--- src/rtl/seg_scroll_engine.sv ---
// seg_scroll_engine: nibble-ring message scroller with load handshake, run/hold/step and wrap/frame strobes.
// Defining SEG_SCROLL_BOUNCE_EN adds a bounce input for ping-pong scrolling.
module seg_scroll_engine #(
    parameter int          MSG_NIB  = 5,
    parameter int          PAD_NIB  = 1,
    parameter int          DISP_NIB = 4,
    parameter logic [3:0]  PAD_CODE = 4'hC,
    parameter int          TICK_DIV = 33_333_333
) (
    input  logic                  clk,
    input  logic                  clr,
    input  logic                  load_valid,
    output logic                  load_ready,
    input  logic [MSG_NIB*4-1:0]  load_data,
    input  logic                  run,
    input  logic                  dir,
    input  logic                  step,
`ifdef SEG_SCROLL_BOUNCE_EN
    input  logic                  bounce,
`endif
    output logic [DISP_NIB*4-1:0] disp_data,
    output logic                  frame_tick,
    output logic                  wrap
);
    localparam int RING_NIB = MSG_NIB + PAD_NIB;
    localparam int W = RING_NIB * 4;
    localparam int PW = RING_NIB > 1 ? $clog2(RING_NIB) : 1;
    localparam int DW = $clog2(TICK_DIV);
    localparam logic [PW-1:0] POS_LAST = PW'(RING_NIB - 1);
    localparam logic [DW-1:0] DIV_LAST = DW'(TICK_DIV - 1);

    typedef enum logic [1:0] {IDLE, LOAD, RUN, HOLD} state_t;

    state_t        r_state, w_next;
    logic [W-1:0]  r_ring, w_load, w_rot;
    logic [PW-1:0] r_pos, w_pos;
    logic [DW-1:0] r_div;
    logic          r_frame, r_wrap;
    logic          w_accept, w_tick, w_shift, w_dir;

    assign w_accept = load_valid && load_ready;
    assign w_tick   = (r_state == RUN) && (r_div == DIV_LAST);
    assign w_shift  = !w_accept && (w_tick || (r_state == HOLD && step));

`ifdef SEG_SCROLL_BOUNCE_EN
    logic r_bdir, w_turn;
    assign w_dir  = bounce ? r_bdir : dir;
    assign w_turn = bounce && (w_dir ? (w_pos == '0) : (w_pos == PW'(RING_NIB - DISP_NIB)));
    always_ff @(posedge clk or posedge clr)
        if (clr)
            r_bdir <= 1'b0;
        else if (w_accept)
            r_bdir <= dir;
        else if (w_shift && w_turn)
            r_bdir <= ~r_bdir;
`else
    assign w_dir = dir;
`endif

    // Rotation written as shift-or so a single-nibble ring degenerates cleanly.
    assign w_rot = w_dir ? ((r_ring << 4) | (r_ring >> (W - 4)))
                         : ((r_ring >> 4) | (r_ring << (W - 4)));
    assign w_pos = w_dir ? ((r_pos == '0) ? POS_LAST : r_pos - 1'b1)
                         : ((r_pos == POS_LAST) ? '0 : r_pos + 1'b1);

    always_comb begin
        w_load = {RING_NIB{PAD_CODE}};
        w_load[MSG_NIB*4-1:0] = load_data;
    end

    always_ff @(posedge clk or posedge clr)
        if (clr)
            r_state <= IDLE;
        else
            r_state <= w_next;

    always_comb begin
        w_next = r_state;
        if (w_accept)
            w_next = LOAD;
        else if (r_state != IDLE)
            w_next = run ? RUN : HOLD;
    end

    always_comb begin
        load_ready = (r_state != LOAD);
    end

    always_ff @(posedge clk or posedge clr)
        if (clr) begin
            r_ring  <= {RING_NIB{PAD_CODE}};
            r_pos   <= '0;
            r_div   <= '0;
            r_frame <= 1'b0;
            r_wrap  <= 1'b0;
        end else begin
            r_frame <= w_shift;
            r_wrap  <= w_shift && (w_pos == '0);
            if (w_accept) begin
                r_ring <= w_load;
                r_pos  <= '0;
                r_div  <= '0;
            end else begin
                if (w_shift) begin
                    r_ring <= w_rot;
                    r_pos  <= w_pos;
                end
                if (r_state == RUN)
                    r_div <= w_tick ? '0 : r_div + 1'b1;
            end
        end

    assign disp_data  = r_ring[DISP_NIB*4-1:0];
    assign frame_tick = r_frame;
    assign wrap       = r_wrap;
endmodule

--- config.mk ---
export PLATFORM = sky130hd
export DESIGN_NAME = seg_scroll_engine
export DESIGN_NICKNAME = d
export VERILOG_FILES = /design/src/rtl/seg_scroll_engine.sv
export SDC_FILE = /design/constraint.sdc
export NUM_CORES = 1
export LEC_CHECK = 0
export CAP_MARGIN = 20
export CORE_MARGIN = 2
export CORE_UTILIZATION = 50
export DETAILED_ROUTE_END_ITERATION = 12
export PLACE_DENSITY = 0.81
export SYNTH_ARGS = -nofsm -noshare
export SYNTH_HDL_FRONTEND = slang
export SYNTH_SLANG_ARGS = --single-unit
--- constraint.sdc ---
create_clock -name clk -period 1.79 [get_ports clk]
set_input_delay 0.179 -clock clk [delete_from_list [all_inputs] [get_ports clk]]
set_output_delay 0.179 -clock clk [all_outputs]
set_load 0.005 [all_outputs]
; After elaboration in Yosys (flattened, before gate mapping)
; Index checks and enable logic that the tools add are counted.
[totals]
in_bits = 26
latch_bits = 0
word_cells = 43
memories = 0
mem_bits_ro = 0
output_inout_bits = 19
ram_bits = 0
regBits = 56
[op_classes]
n_lt_le_gt_ge = 0
n_eq_ne = 5
reduce_logical = 13
n_addsub = 3
bitwise_logic = 2
muxes = 14
mul = 0
shift = 0
div = 0
[ops]
columns = operator, count
row1 = $mux W25, 3
row2 = $mux W24, 3
row3 = $add A25 B1 Y25 const B, 1
row4 = $eq A25 B25 Y1 const B, 1
row5 = $or A20 B24 Y24, 1
row6 = $or A24 B4 Y24, 1
row7 = $mux W3, 5
row8 = $reduce_bool A2 Y1, 4
row9 = $logic_not A3 Y1, 2
row10 = $logic_and A1 B1 Y1, 5
row11 = $eq A2 B2 Y1 const B, 2
row12 = $mux W2, 2
row13 = $add A3 B1 Y3 const B, 1
row14 = $eq A3 B3 Y1 const B, 1
row15 = $sub A3 B1 Y3 const B, 1
row16 = $ne A2 B1 Y1 const B, 1
row17 = $logic_not A1 Y1, 1
row18 = $logic_or A1 B1 Y1, 1
row19 = $mux W1, 1

; Logic depth before layout (Yosys ltp)
; Gate-level depths: netlist of run 1.
[depth]
ltp_word = 6
ltp_mapped = 8
mapped_depth_nobuf = 7

; Worst setup path before layout of run 1
; Ideal clock, no wire load.
[synth_path]
kind = reg-to-reg
startpoint = register r_div[0]
endpoint = register r_div[6]
path_stages_with_launch = 9
setup_time_ns = 0.119
synth_period_minus_slack_ns = 1.964
arrival_time_ns = 1.846
slack_ns = -0.174
required_time_ns = 1.671
n_path_buf = 1
cell_sequence = dfrtp_1 > inv_1 > ha_1 > nor4bb_1 > nand4_2 > or3_4 > nand2_4 > buf_6 > nor2_1
[synth_via]
elab_chain_cells = 5
word_cells_on_any_way = 6
classes_between = 1 x add/sub / 1 x eq/ne / 3 x mux / 1 x reduce/logical
[synth_rtl]
columns = item, line
row1 = from (decl), 37  ; logic [DW-1:0] r_div;
row2 = from (signal assigned), 109  ; r_div <= w_tick ? '0 : r_div + 1'b1;
row3 = branches (longest 2 deep; another with $add A25 B1 Y25), -
row4 = $mux W25 *, 109
row5 = $mux W25 *, 108  ; if (r_state == RUN)
row6 = $mux W25 *, 99  ; if (w_accept) begin
; Mark *: on every way between the ends. The select of a mux whose other input is x is not followed.
; A chain may end at the register's enable or synchronous reset.

; Final worst setup path of run 1
[layout_path]
startpoint = register r_div[11]
endpoint = register r_ring[13]
[layout_via]
elab_chain_cells = 5
[layout_rtl]
columns = item, line
row1 = $eq A25 B25 Y1, 42  ; assign w_tick = (r_state == RUN) && (r_div == DIV_LAST);
row2 = $logic_and A1 B1 Y1, 42
row3 = $logic_or A1 B1 Y1, 43  ; assign w_shift = !w_accept && (w_tick || (r_state == HOLD && step));
row4 = $logic_and A1 B1 Y1, 43
row5 = $reduce_bool A2 Y1 (no line), -
row6 = to (signal assigned), 91  ; r_ring <= {RING_NIB{PAD_CODE}};
row7 = to (signal assigned), 100  ; r_ring <= w_load;
row8 = to (signal assigned), 105  ; r_ring <= w_rot;
row9 = to (decl), 35  ; logic [W-1:0] r_ring, w_load, w_rot;
; Every way passes these cells.

==> run_results.csv, run 1 <==
group,metric,value,unit
worst_setup_path,critPathSlowestCell,"dfrtp_1",
place,routabilityCongestion,0.9293,
worst_setup_path,crit_path_start_kind,"flip-flop",
timing,fin_crit,1969,ps
power,power_leakage,1.894,nW
place,preCtsSetupSlack,-172.2,ps
finish,seq_area,1424,µm²
timing,min_period_over_period,110.0,%
yosys,synthesis.area,3481,µm²
floorplanning,fp.dieH,87.44,µm
clock_network,cts.sinks,56,
drt,drc,0,
grt,top_usage_layer,"met2",
grt,grtUsageMet2,42.70,%
power,vdd_ir_drop_max,0.0003574,V
timing,hold_slack,198.2,ps
grt,grt-ovfl-total,0,
clock_network,clk_pin_slew_worst_paths,110,ps
grt,antenna_found_initial,0,
floorplanning,dieArea,7645,µm²
timing,max_freq,507.8,MHz
hold_path,hold_end,"r_pos[0]",
drt,drt-initial-drc-count,377,
floorplanning,rows,30,
yosys,synth_cell_types,57,
clock_network,clk_latency,320,ps
drt,via_per_inst,6.410,
grt,grt_pass1_wl,15130,µm
yosys,yosys_warnings,0,
worst_setup_path,worst-path-buf-inv,2,
place,dp.cells,495,
yosys,synth-edff-count,0,
yosys,synth_ff_type,"dfrtp_1",
yosys,ys_top_cells_by_count,"44 x dfrtp_1, 35 x nor2_1, 25 x mux2i_1",
timing,hold_viol_final,0,
run_status,failed_checks,"negative setup slack",
drt,wl_per_cell,19.52,µm
timing,max_slew_margin,70.21,%
yosys,synth_most_common_cell,"dfrtp_1",
place,portBuffers,44,
place,dpl.hpwl,6065,µm
job,cap_viol_max_count,0,
timing,layout_setup_ws,-179.3,ps
worst_setup_path,crit_path_max_incr_delay,450,ps
timing,setup_viol,52,
yosys,ys_top_cells_by_area,"dfrtp_1 32%, dfstp_2 9.1%, mux2i_1 7.2%",
worst_setup_path,reg2reg_slack,-180,ps
yosys,syn_inst,362,
clock_network,cts-root-buf,"clkbuf_8",
power,pwr_density_cell,1145,nW/µm²
yosys,synth.avg_cell_area,9.616,µm²
clock_network,htreeDepth,2,
grt,track_usage,25.06,%
hold_path,min_from,"dir",
worst_setup_path,worstRegToRegCells,7,
finish,nets,477,
finish,syn2layout_area_growth,35.44,%
drt,dr.pass1.iters,7,
floorplanning,pin_count,45,
yosys,synth-async-reset-ratio,100.0,%
yosys,synth-seq-cells,56,
clock_network,clockBufferDepth,2,
finish,stdcell_count,529,
clock_network,cts_tree,"done",
clock_network,numCtsBuffers,5,
worst_setup_path,worst_setup_path_end_kind,"flip-flop",
finish,final_util,69.78,%
hold_path,min-delay-path-class,"in2reg",
worst_setup_path,crit_path_cell_trace,"nor4_1, buf_4, nand4_4, nor3_4, buf_6, o32ai_1, a31oi_1",
yosys,synth.net_count,391,
floorplanning,dieWidth,87.44,µm
timing,rsz0062_at_grt,"yes",
worst_setup_path,path_delay_family,"simple AND/OR/NAND/NOR gates",
drt,ant_nets,0,
hold_path,worstHoldPathCells,3,
finish,diodes,0,
worst_setup_path,r2r-start,"r_div[11]",
timing,worst_pin_slew,445.2,ps
finish,drive_above_1_share,33.18,%
drt,vias,3391,
grt,use_met3,3.886,%
yosys,yosysTopAreaCellShare,31.63,%
run_status,outcome,"complete, but fails checks",
grt,grt_max_degree,57,
timing,maxSlewViolCount,0,
floorplanning,start_util,51.52,%
worst_setup_path,arrival,2200,ps
timing,fin_skew,9.863,ps
yosys,yosysTopAreaCell,"dfrtp_1",
grt,grt_pass1_vias,3079,
drt,wirelength,10330,µm
yosys,seq_area_frac_synth,40.69,%
worst_setup_path,crit_path_max_fanout,11,
worst_setup_path,required,2020,ps
worst_setup_path,crit_type,"reg2reg",
grt,use_met1,32.73,%
worst_setup_path,r2r-end,"r_ring[13]",
floorplanning,core,6756,µm²
finish,fillers,461,
finish,multi_input_area,1992,µm²
[cell families (layout without fill, tap and decap cells)]
logic type	count (synthesis)	count (layout)	share of synthesized area, %
and+or+nand+nor	135	137	22.32
adders and majority gates	3	3	1.078
buffers and inverters	49	134	8.483
xor gates and xnor gates	17	17	4.277
DFF	56	56	40.69
AOI/OAI and AO/OA	77	77	15.96
muxes	25	25	7.189
[cells in the final DEF, fill, tap and decap left out, types with 5 or more instances in the layout]
cell             Yosys  final
a31oi_1             23     21
and3_1               5      5
buf_4               18     59
buf_6                5     10
clkbuf_8             0      5
clkdlybuf4s50_1      0     43
dfrtp_1             44     38
dfrtp_2              0      6
dfstp_2             12     12
mux2i_1             25     25
nand2_1             23     22
nand3_1             14     11
nand4_1             15     15
nor2_1              35     25
nor2_2               0      5
nor2_4               0      5
nor3_1              11      9
o21ai_1              8      8
o32ai_1             20     20
xnor2_1             10     10
xor2_1               7      7
[worst max-delay path by stage]
stage | from | to | slack [ps] | cells after the start
after floorplan | r_state[0] | r_div[6] | -30 | 6
after global placement | r_div[12] | r_ring[21] | -80 | 7
after detailed placement | r_div[0] | r_ring[20] | -170 | 8
after CTS | r_state[0] | r_ring[20] | -100 | 6
after global routing | r_div[0] | r_ring[13] | -290 | 8
final | r_div[11] | r_ring[13] | -180 | 7
[flip-flops by register name, indices dropped and copies added, names as in the netlist]
register	cells
r_pos	3
r_ring	24
frame_tick	1
r_state	2
wrap	1
r_div	25
[worst reg2reg max path: cells and delay by family, from the launching register on]
kind / cells / cell delay [ps]
flops: 1 / 450
buf+inv: 2 / 400
compound gates: 2 / 320
simple gates: 3 / 720
[through the flow]
stage / power [mW] / setup TNS, ps / cell area [µm²]
after floorplan: 3.391 / -441.1 / 3487
after global placement: 4.046 / -2248 / 4183
after detailed placement: 4.137 / -4824 / 4183
after CTS: 5.173 / -2247 / 4503
after global routing: 5.678 / -10360 / 4715
final: 5.399 / -5290 / 4715
[metal layers]
metal	part of all wire [%]	vias to the layer above	routed length [µm]
met4	4.2	0	437
met2	49	174	5100
li1	-	1507	-
met3	6.6	54	680
met5	0	-	0
met1	40	1656	4106
[timing repair]
item / 4_1_cts / 5_1_grt
gates cloned: 2 / 3
gates resized for setup: 18 / 42
pin swaps: 19 / 23
setup endpoints to repair: 53 / 55
hold endpoints to repair: 0 / 0
buffers inserted: 15 / 10
hold buffers: 0 / 0
[power by group]
group	switching, mW	internal (mW)
sequential	0.390	1.68
combinational	1.22	1.37
clock	0.456	0.279
total	2.07	3.33
[area by class of cell]
class	count	area share, %
clock buffer	5	1.460
sequential	56	30.20
multi-input combinational	259	42.25
tap	80	2.123
inverter	8	0.6369
timing repair buffer	118	22.82
clock inverter	3	0.5042
Power figures use the tool's default switching activity.
==> inputs of run 2 (changes only) <==
Settings changed: ABC_AREA set to 1, CORE_UTILIZATION 50 to 51, PLACE_DENSITY 0.81 to 0.82, SLEW_MARGIN set to 20.
==> run 2 against run 1 <==
Sequential share of layout area increased by 3.1 points. Flip-flop and latch count unchanged. Worst hold slack improved by 26 ps. Critical endpoint is now r_ring[4]. First-iteration DRC count increased by 3.7%. Design area decreased by 9.8%. Worst setup slack improved by 280 ps. Largest cell class unchanged. Sequential power decreased by 7%. Clock power decreased by 2%. Total power decreased by 24%. Register-to-register slack improved by 280 ps. Combinational power decreased by 45%. Die area increased by 2.4%. The flow now finishes without violations.
==> run_results.csv, run 2 <==
group,metric,value,unit
drt,via_per_inst,5.432,
place,routabilityCongestion,0.9588,
power,pwr_density_cell,960.3,nW/µm²
worst_setup_path,path_delay_family,"simple AND/OR/NAND/NOR gates",
finish,syn2layout_area_growth,16.85,%
clock_network,htreeDepth,2,
grt,track_usage,24.11,%
grt,grt_max_degree,57,
timing,max_freq,591.5,MHz
yosys,synthesis.area,3638,µm²
worst_setup_path,crit_type,"reg2reg",
yosys,synth_ff_type,"dfrtp_1",
finish,drive_above_1_share,10.02,%
power,clock_power_share,17.6,%
finish,final_cell_mix,"199 x nand2_1, 83 x nor2_1, 44 x dfrtp_1, 44 x clkdlybuf4s50_1, 30 x nand4_1",
timing,max_slew_margin,76.81,%
timing,fin_skew,20.21,ps
yosys,synth-seq-cells,56,
clock_network,clk_pin_slew_worst_paths,110,ps
clock_network,cts.sinks,56,
yosys,ys_top_cells_by_area,"dfrtp_1 30%, nand2_1 21%, dfstp_2 8.7%",
power,combPwrFrac,35.1,%
drt,drc,0,
clock_network,numCtsBuffers,5,
place,portBuffers,44,
drt,vias,3558,
yosys,seq_area_frac_synth,38.93,%
finish,top_regs,"r_div x25, r_ring x24, r_pos x3",
worst_setup_path,crit_path_max_incr_delay,430,ps
drt,dr.pass1.iters,5,
yosys,syn_inst,534,
finish,regMostFlops,"r_div",
yosys,ys_top_cells_by_count,"199 x nand2_1, 84 x nor2_1, 44 x dfrtp_1",
drt,wl_per_cell,13.67,µm
yosys,synth.avg_cell_area,6.814,µm²
yosys,yosysTopAreaCellShare,30.26,%
clock_network,clk_latency,310,ps
place,dp.cells,645,
timing,maxSlewViolCount,0,
yosys,synth-async-reset-ratio,100.0,%
place,preCtsSetupSlack,66.45,ps
yosys,synth_cell_types,30,
floorplanning,dieArea,7826,µm²
worst_setup_path,critPathSlowestCell,"dfrtp_1",
clock_network,cts-hold-fix-buffers,0,
power,vdd_ir_drop_max,0.0003946,V
yosys,synth.net_count,563,
power,power_switching,1.461,mW
yosys,synth_most_common_cell,"nand2_1",
finish,nets,587,
yosys,yosysTopAreaCell,"dfrtp_1",
timing,setup_viol,0,
worst_setup_path,worst-path-buf-inv,2,
floorplanning,dieWidth,88.47,µm
worst_setup_path,arrival,1950,ps
finish,final_common_cell,"nand2_1",
drt,ant_nets,0,
grt,grt-ovfl-total,0,
floorplanning,pin_count,45,
timing,fin_crit,1691,ps
clock_network,cts_tree,"done",
worst_setup_path,worst_setup_path_end_kind,"flip-flop",
power,seqPwrFrac,47.3,%
drt,wirelength,8952,µm
worst_setup_path,required,2050,ps
hold_path,min-delay-path-class,"in2async",
worst_setup_path,path_common_cell,"nand2_1",
finish,stdcell_count,655,
timing,layout_setup_ws,99.26,ps
floorplanning,start_util,53.26,%
power,power.total,4.083,mW
clock_network,clockBufferDepth,2,
floorplanning,core,6832,µm²
place,dpl.hpwl,6501,µm
floorplanning,rows,30,
timing,min_period_over_period,94.46,%
timing,hold_viol_final,0,
finish,largest_register_ffs,25,
timing,worst_pin_slew,347.8,ps
power,switching_share,35.80,%
grt,grt_pass1_vias,3212,
finish,diodes,0,
job,cap_viol_max_count,0,
yosys,yosys_warnings,0,
power,p_int,2.621,mW
worst_setup_path,crit_path_cell_trace,"inv_1, ha_1, nand2_1, nor2_1, nand2_1, nor2_4, nand2_4, nand3_4, clkbuf_16, nand2_1, nand2_1",
worst_setup_path,crit_path_max_fanout,11,
run_status,outcome,"completed",
grt,grt_pass1_wl,14990,µm
worst_setup_path,crit_path_start_kind,"flip-flop",
yosys,synth-edff-count,0,
power,power_leakage,1.951,nW
grt,antenna_found_initial,0,
finish,final_util,62.23,%
clock_network,cts-root-buf,"clkbuf_8",
drt,drt-initial-drc-count,391,
floorplanning,fp.dieH,88.47,µm
run 2: cell types whose count changed after synthesis, moves of 7 or more:
cell	previous run	this run
o32ai_1	20	0
nor3_1	11	4
inv_1	7	25
nand2_1	23	199
mux2i_1	25	0
nor2_1	35	84
nand4_1	15	30
o21ai_1	8	0
xnor2_1	10	3
run 2: power by group through the flow:
stage | Combinational (mW) | Clock [mW] | Sequential, mW
after floorplan | 1.04 | 0 | 1.82
after global placement | 1.37 | 0 | 1.93
after detailed placement | 1.40 | 0 | 1.94
after CTS | 1.41 | 0.735 | 1.92
after global routing | 1.62 | 0.784 | 1.96
final | 1.43 | 0.720 | 1.93
run 2: cell families (layout without fill, tap and decap cells):
group / count (synthesis) / in the layout / synth area share (%)
fa+ha+maj: 3 / 3 / 1.032
xor+xnor: 11 / 11 / 2.648
flops: 56 / 56 / 38.93
simple gates: 357 / 357 / 41.47
compound gates: 35 / 35 / 5.743
buf+inv: 72 / 97 / 10.18
run 2: final timing paths:
path | start | end | slack, ps | depth (start not counted)
max | r_div[0] | r_ring[4] | 100 | 11
min | clr | r_div[8] | 220 | 3
max reg2reg | r_div[0] | r_ring[4] | 100 | 11
min reg2reg | r_ring[19] | r_ring[19] | 510 | 2
max in group asynchronous | clr | r_ring[11] | 1260 | 3
min in group clk | run | r_state[0] | 440 | 2
run 2: worst min-delay path, cell delays in order:
cell and delay, ps:
clkdlybuf4s50_1 410, inv_2 70, buf_12 280
run 2: timing repair:
| item | 4_1_cts | 5_1_grt |
|---|---|---|
| setup endpoints to repair | 0 | 43 |
| resized for setup | 0 | 7 |
| setup buffers | 0 | 1 |
run 2: layout make-up:
| type | instances | area, µm² |
|---|---|---|
| Inverter | 32 | 120.1 |
| Clock inverter | 3 | 22.52 |
| Multi-Input combinational cell | 406 | 1882 |
| Sequential cell | 56 | 1416 |
| Timing Repair Buffer | 57 | 621.8 |
| Tap cell | 96 | 120.1 |
| Clock buffer | 5 | 68.82 |
| Fill cell | 659 | 2580 |
run 2: layer usage:
| layer | wire length [µm] | up-vias | global-route usage (%) | share of wire (%) |
|---|---|---|---|---|
| met1 | 4030 | 1657 | 35.10 | 45 |
| met2 | 4235 | 146 | 38.00 | 47 |
| li1 | - | 1740 | - | - |
| met5 | 0 | - | 0 | 0 |
| met3 | 553 | 15 | 2.799 | 6.2 |
| met4 | 132 | 0 | 7.300 | 1.5 |
run 2: stage by stage:
step / hold WS (ps) / area (µm²) / TNS [ps]
6_report: 223.9 / 4252 / 0
4_1_cts: 239.6 / 4185 / 0
3_3_place_gp: 492.0 / 4094 / 0
2_1_floorplan: 288.3 / 3638 / 0
5_1_grt: 293.4 / 4252 / -1.976
3_5_place_dp: 498.7 / 4094 / 0
